<file path="config.mk">
export PLATFORM = sky130hd
export DESIGN_NAME = bit_serializer
export DESIGN_NICKNAME = d
export VERILOG_FILES = /design/src/rtl/serializer_pkg.sv /design/src/rtl/bit_serializer.sv
export SDC_FILE = /design/constraint.sdc
export NUM_CORES = 1
export LEC_CHECK = 0
export ABC_CLOCK_PERIOD_IN_PS = 1030
export CAP_MARGIN = 30
export CORE_MARGIN = 2
export CORE_UTILIZATION = 43
export CTS_BUF_LIST = sky130_fd_sc_hd__clkbuf_4 sky130_fd_sc_hd__clkbuf_8
export DETAILED_ROUTE_END_ITERATION = 6
export PLACE_DENSITY = 0.74
export SLEW_MARGIN = 20
export SYNTH_ARGS = -nofsm -noshare
export SYNTH_HDL_FRONTEND = slang
export SYNTH_SLANG_ARGS = --single-unit
</file>
<file path="constraint.sdc">
create_clock -name clk -period 1.03 [get_ports clk]
set_input_delay 0.103 -clock clk [delete_from_list [all_inputs] [get_ports clk]]
set_output_delay 0.103 -clock clk [all_outputs]
set_load 0.1 [all_outputs]
</file>
<file path="src/rtl/serializer_pkg.sv">
// -----------------------------------------------------------------------------
// serializer_pkg
//
// Purpose:
//   Shared types and constants for the bit_serializer parallel-to-serial stage.
//
// Contents:
//   state_t   - FSM state encoding (IDLE, SHIFT, PARITY, GAP)
//   GAP_CNT_W - width of the inter-frame gap counter
//
// Configuration:
//   The PARITY state is always declared here so the encoding stays stable.
//   The logic that uses it is only built when SERIALIZER_PARITY_EN is defined.
// -----------------------------------------------------------------------------
package serializer_pkg;

  typedef enum logic [1:0] {
    IDLE   = 2'd0,
    SHIFT  = 2'd1,
    PARITY = 2'd2,
    GAP    = 2'd3
  } state_t;

  localparam int GAP_CNT_W = 8;

endpackage : serializer_pkg

</file>
<file path="src/rtl/bit_serializer.sv">
// -----------------------------------------------------------------------------
// bit_serializer
//
// Purpose:
//   Parallel-to-serial stage that feeds the serial sequence-detector FSMs.
//   It takes one DATA_W-bit word per valid/ready handshake and sends it out
//   one bit per clock on ser_bit. It is a Moore machine, so every output is
//   decoded from registered state only.
//
// Parameters:
//   DATA_W     - word width in bits (>= 2)
//   LSB_FIRST  - 0: bit DATA_W-1 is sent first, 1: bit 0 is sent first
//   GAP_CYCLES - idle bit-times inserted after each frame (0..255)
//
// Ports:
//   clk        in   clock, all logic on the rising edge
//   rst_n      in   synchronous active-low reset
//   in_valid   in   in_data holds a word
//   in_data    in   word to serialize (DATA_W bits)
//   in_ready   out  block can accept a word this cycle (IDLE only)
//   ser_bit    out  serial data bit, idles low outside frame bits
//   ser_valid  out  ser_bit carries a frame bit this cycle
//   frame_done out  high only during the final ser_valid cycle of a frame
//   busy       out  FSM not in IDLE
//
// Configuration:
//   SERIALIZER_PARITY_EN - when defined, each frame ends with one extra
//                          even-parity bit (XOR of the latched word).
// -----------------------------------------------------------------------------
module bit_serializer
  import serializer_pkg::*;
#(
  parameter int DATA_W     = 8,
  parameter int LSB_FIRST  = 0,
  parameter int GAP_CYCLES = 0
) (
  input  logic              clk,
  input  logic              rst_n,
  input  logic              in_valid,
  input  logic [DATA_W-1:0] in_data,
  output logic              in_ready,
  output logic              ser_bit,
  output logic              ser_valid,
  output logic              frame_done,
  output logic              busy
);

  localparam int CNT_W    = (DATA_W > 1) ? $clog2(DATA_W) : 1;
  localparam int HEAD_IDX = (LSB_FIRST != 0) ? 0 : DATA_W - 1;

  // The gap counter is loaded with GAP_CYCLES-1 and counts down to zero, so
  // the GAP state lasts exactly GAP_CYCLES cycles. If there is no gap, GAP
  // is never entered and the load value does not matter.
  localparam logic [GAP_CNT_W-1:0] GAP_LOAD =
    (GAP_CYCLES > 0) ? GAP_CNT_W'(GAP_CYCLES - 1) : '0;

  // State that follows the last frame bit.
  localparam state_t POST_FRAME = (GAP_CYCLES > 0) ? GAP : IDLE;

`ifdef SERIALIZER_PARITY_EN
  localparam bit PAR_EN = 1'b1;
`else
  localparam bit PAR_EN = 1'b0;
`endif

  state_t               state_q,   state_d;
  logic [DATA_W-1:0]    shift_q,   shift_d;
  logic [CNT_W-1:0]     bit_cnt_q, bit_cnt_d;
  logic [GAP_CNT_W-1:0] gap_cnt_q, gap_cnt_d;
`ifdef SERIALIZER_PARITY_EN
  logic                 parity_q,  parity_d;
`endif

  // State and datapath registers. Reset is synchronous and active-low.
  // A reset in the middle of a frame drops the word being sent; nothing is
  // flushed, and the line goes back to idle on the next cycle.
  always_ff @(posedge clk) begin
    if (!rst_n) begin
      state_q   <= IDLE;
      shift_q   <= '0;
      bit_cnt_q <= '0;
      gap_cnt_q <= '0;
`ifdef SERIALIZER_PARITY_EN
      parity_q  <= 1'b0;
`endif
    end else begin
      state_q   <= state_d;
      shift_q   <= shift_d;
      bit_cnt_q <= bit_cnt_d;
      gap_cnt_q <= gap_cnt_d;
`ifdef SERIALIZER_PARITY_EN
      parity_q  <= parity_d;
`endif
    end
  end

  // Next-state logic. Outputs are decoded from registered state only.
  //
  // IDLE latches a word on the handshake. SHIFT moves the next bit to the head
  // each cycle, and bit_cnt counts down to the last bit. The parity bit is
  // worked out when the word is latched, because the shift register is
  // changed as the frame is sent.
  always_comb begin
    state_d   = state_q;
    shift_d   = shift_q;
    bit_cnt_d = bit_cnt_q;
    gap_cnt_d = gap_cnt_q;
`ifdef SERIALIZER_PARITY_EN
    parity_d  = parity_q;
`endif

    case (state_q)
      IDLE: begin
        if (in_valid) begin
          shift_d   = in_data;
          bit_cnt_d = CNT_W'(DATA_W - 1);
`ifdef SERIALIZER_PARITY_EN
          parity_d  = ^in_data;
`endif
          state_d   = SHIFT;
        end
      end

      SHIFT: begin
        shift_d = (LSB_FIRST != 0) ? (shift_q >> 1) : (shift_q << 1);
        if (bit_cnt_q == '0) begin
`ifdef SERIALIZER_PARITY_EN
          state_d   = PARITY;
`else
          state_d   = POST_FRAME;
          gap_cnt_d = GAP_LOAD;
`endif
        end else begin
          bit_cnt_d = bit_cnt_q - CNT_W'(1);
        end
      end

      PARITY: begin
`ifdef SERIALIZER_PARITY_EN
        state_d   = POST_FRAME;
        gap_cnt_d = GAP_LOAD;
`else
        state_d   = IDLE;
`endif
      end

      GAP: begin
        if (gap_cnt_q == '0) begin
          state_d = IDLE;
        end else begin
          gap_cnt_d = gap_cnt_q - GAP_CNT_W'(1);
        end
      end

      default: begin
        state_d = IDLE;
      end
    endcase
  end

  // Output decode. The line stays low outside frame bits, so idle and gap
  // time never look like a run of ones to the detector downstream.
  // frame_done marks the last ser_valid cycle: the parity bit when parity is
  // built in, otherwise the last data bit.
  always_comb begin
    in_ready   = (state_q == IDLE);
    busy       = (state_q != IDLE);
    ser_valid  = 1'b0;
    ser_bit    = 1'b0;
    frame_done = 1'b0;

    case (state_q)
      SHIFT: begin
        ser_valid  = 1'b1;
        ser_bit    = shift_q[HEAD_IDX];
        frame_done = !PAR_EN && (bit_cnt_q == '0);
      end
`ifdef SERIALIZER_PARITY_EN
      PARITY: begin
        ser_valid  = 1'b1;
        ser_bit    = parity_q;
        frame_done = 1'b1;
      end
`endif
      default: begin
        ser_valid  = 1'b0;
      end
    endcase
  end

endmodule : bit_serializer

</file>
==> out/metrics.csv <==
stage,metric,value,unit
setup_path,R2R depth,6,
grt,largest net degree at the start of global routing,9,
floorplanning,FP Rows,13,
grt,M3 GR Usage,5.00,%
timing,final-report setup violation count,9,
grt,vias in the first global route,477,
timing,setup ws final,-0.246,ns
power,largest vdd supply drop,0.000973,V
layout,layout cell share with drive strength beyond 1,44.9,%
yosys,Syn Nets,71,
yosys,"Seq/Total Area, Yosys",42.1,%
timing,Worst-Margin Slew,0.193,ns
floorplanning,Starting Density,45.0,%
layout,area grow syn2layout,72.6,%
clock_tree,H-tree depth,1,
detailed_routing,Routed Antenna Nets,0,
grt,initial antenna violation count,0,
setup_path,worst-path fanout max,2,
timing,f_max,784,MHz
clock_tree,Skew-Pair Late Insertion Delay,0.26,ns
worst_hold_path,HP Class,primary input to flop,
yosys,Syn Area/Cell,9.84,sq um
floorplanning,Die Ht,40.4,um
setup_path,crit path to,frame_done,
floorplanning,die area,0.00163,sq mm
yosys,Yosys reg bits,12,
clock_tree,clock buffer depth,2,
timing,Final Hold Violating Endpoints,0,
setup_path,crit path launch,bit_cnt_q[0],
grt,grt met1 use,17.1,%
power,Static Leak,0.439,nW
yosys,Syn Inst Count,58,
setup_path,CP required,0.93,ns
yosys,synthesized area,571,sq um
setup_path,RR Endpoint,bit_cnt_q[2],
detailed_routing,Iter 0 DRT Violations,8,
placed_design,Final Wtd Congestion,0.677,
detailed_routing,via count,518,
clock_tree,root buf cell,clkbuf_4,
clock_tree,total CTS buffers,3,
layout,fin nets,103,
placed_design,placed cell area,838,sq um
placed_design,Setup WS pre-CTS,-0.206,ns
timing,setup tns final,-1.02,ns
timing,"Min Clock Period, post-route",1.28,ns
setup_path,startpoint types,flop,
timing,fin. max-slew vios,0,
setup_path,Reg2Reg Launch Point,bit_cnt_q[1],
yosys,Yosys cell types,21,
clock_tree,clock slew at reported path FFs,0.07,ns
layout,Antenna diodes,0,
yosys,yosys warns,0,
placed_design,Final HPWL DP,818,um
floorplanning,Core Region,0.00127,sq mm
grt,GR Util All Layers,18.1,%
placed_design,number of port buffers,15,
clock_tree,total clock sinks,12,
detailed_routing,Routed WL,1.27,mm
setup_path,critical path capture point type,output pin,
grt,met2 Resource Use GR,34.1,%
job,max_cap viols,0,
yosys,largest cells by area after synthesis,"dfxtp_1 (42%), mux2i_1 (12%), a21oi_1 (6.1%), o21ai_0 (5.3%), ha_1 (4.4%)",
layout,cell area after layout,985,sq um
detailed_routing,first-pass detailed-route iteration total,2,
detailed_routing,Wirelength per Cell,12.2,um
yosys,Yosys top cell area share,42.1,%
grt,first-pass GRT wire length,1.87,mm
clock_tree,hold_buf cts,0,
timing,RSZ-0062 raised after global routing,true,
setup_path,crit path kind,flop to output pin,
timing,Rel. slew slack,87.2,%
grt,"Remaining Overflow, GRT",0,
yosys,post-synth top area cell,dfxtp_1,
setup_path,crit path DAT,1.17,ns
detailed_routing,Vias per Instance,4.98,
floorplanning,I/O pin count,16,
setup_path,reg2reg setup slack,-0.18,ns
timing,period utilization,124,%
run_status,status,finished with violations,
timing,clock skew,0.000303,ns
floorplanning,Die Wd,40.4,um
clock_tree,CTS tree,done,
detailed_routing,drt drc,0,
layout,Fillers,94,
power,power density over the cells,1480,mW/mm^2
grt,Top Usage Layer GRT,met2,
worst_hold_path,hold depth,3,
run_status,failing checks,negative setup slack,
[metal layers]
metal,up-vias,routed length [um]
met5,-,0
met4,0,11
met3,2,37
met2,9,707
met1,236,513
li1,271,-
[synthesized netlist by cell type]
cell       n
a21oi_1    7
a21oi_2    1
and2_1     3
and3_1     1
and3b_2    1
buf_2      1
buf_4      2
buf_6      1
dfxtp_1   12
ha_1       2
inv_1      4
mux2_4     1
mux2i_1    7
nand2_1    1
nand2b_1   1
nand3_1    2
o211a_1    2
o21a_1     1
o21ai_0    6
o21ai_2    1
o32ai_1    1
[worst min-delay path by stage]
| stage | slack [ns] | to | from |
|---|---|---|---|
| 2_1_floorplan | 0.24 | shift_q[2] | rst_n |
| 3_3_place_gp | 0.48 | bit_cnt_q[1] | bit_cnt_q[1] |
| 3_5_place_dp | 0.49 | bit_cnt_q[1] | bit_cnt_q[1] |
| 4_1_cts | 0.47 | shift_q[7] | in_data[7] |
| 5_1_grt | 0.49 | shift_q[7] | in_data[7] |
| 6_report | 0.47 | shift_q[7] | in_data[7] |
[timing repair]
| item | 4_1_cts | 5_1_grt |
|---|---|---|
| resized for setup | 15 | 9 |
| cloned | 0 | 0 |
| setup endpoints to repair | 9 | 13 |
| setup buffers | 7 | 2 |
| pin swaps | 4 | 1 |
[power breakdown]
part	total, mW	internal (mW)	switching [mW]	leakage (nW)
clock network	0.358	0.214	0.144	0.0210
registers	0.551	0.515	0.0354	0.101
logic	0.545	0.273	0.272	0.317
[state kept, by name, indices dropped and copies added, names as in the netlist]
name,count
state_q,1
bit_cnt_q,3
shift_q,8
[worst max-delay path: stages, from the launching register on]
cell     delay (ns)
dfxtp_2        0.33
inv_2          0.07
ha_4           0.13
and3b_4        0.21
buf_12         0.17
[logic make-up after synthesis]
family / count (synthesis) / share of synthesized area, %
AO/OA/AOI/OAI: 19 / 20.8
flip-flops: 12 / 42.1
AND/OR/NAND/NOR: 9 / 9.65
buffers and inverters: 8 / 8.11
multiplexers: 8 / 14.9
adder cells (fa/ha/maj): 2 / 4.39
[per-stage QoR]
stage / hold WS, ns / power, mW / cells / util, %
global placement: 0.479 / 0.991 / 92 / 66.1
detailed placement: 0.489 / 0.999 / 92 / 66.1
CTS: 0.469 / 1.44 / 103 / 75.6
floorplan: 0.241 / 0.822 / 58 / -
global route: 0.489 / 1.53 / 104 / 77.6
finish: 0.471 / 1.45 / 104 / 77.6
[area by class of cell]
type | count | area [sq um] | area share (%)
Clock buffer | 4 | 36.3 | 3.68
Inverter | 4 | 20.0 | 2.03
Multi-Input combinational cell | 38 | 332 | 33.7
Sequential cell | 12 | 246 | 25.0
Tap cell | 15 | 18.8 | 1.91
Timing Repair Buffer | 31 | 332 | 33.7
[placed cells by master (no fill, tap or decap), types with 2 or more instances in the layout]
cell             instances
and2_1                   2
clkbuf_4                 3
o211a_1                  2
nand3_1                  2
clkdlybuf4s50_1         10
buf_6                    3
dfxtp_1                  9
a21oi_1                  7
buf_12                   5
ha_4                     2
buf_4                   13
mux2i_1                  7
inv_2                    2
o21ai_1                  6
dfxtp_2                  2
No activity file was read; power rests on OpenSTA's default activity.
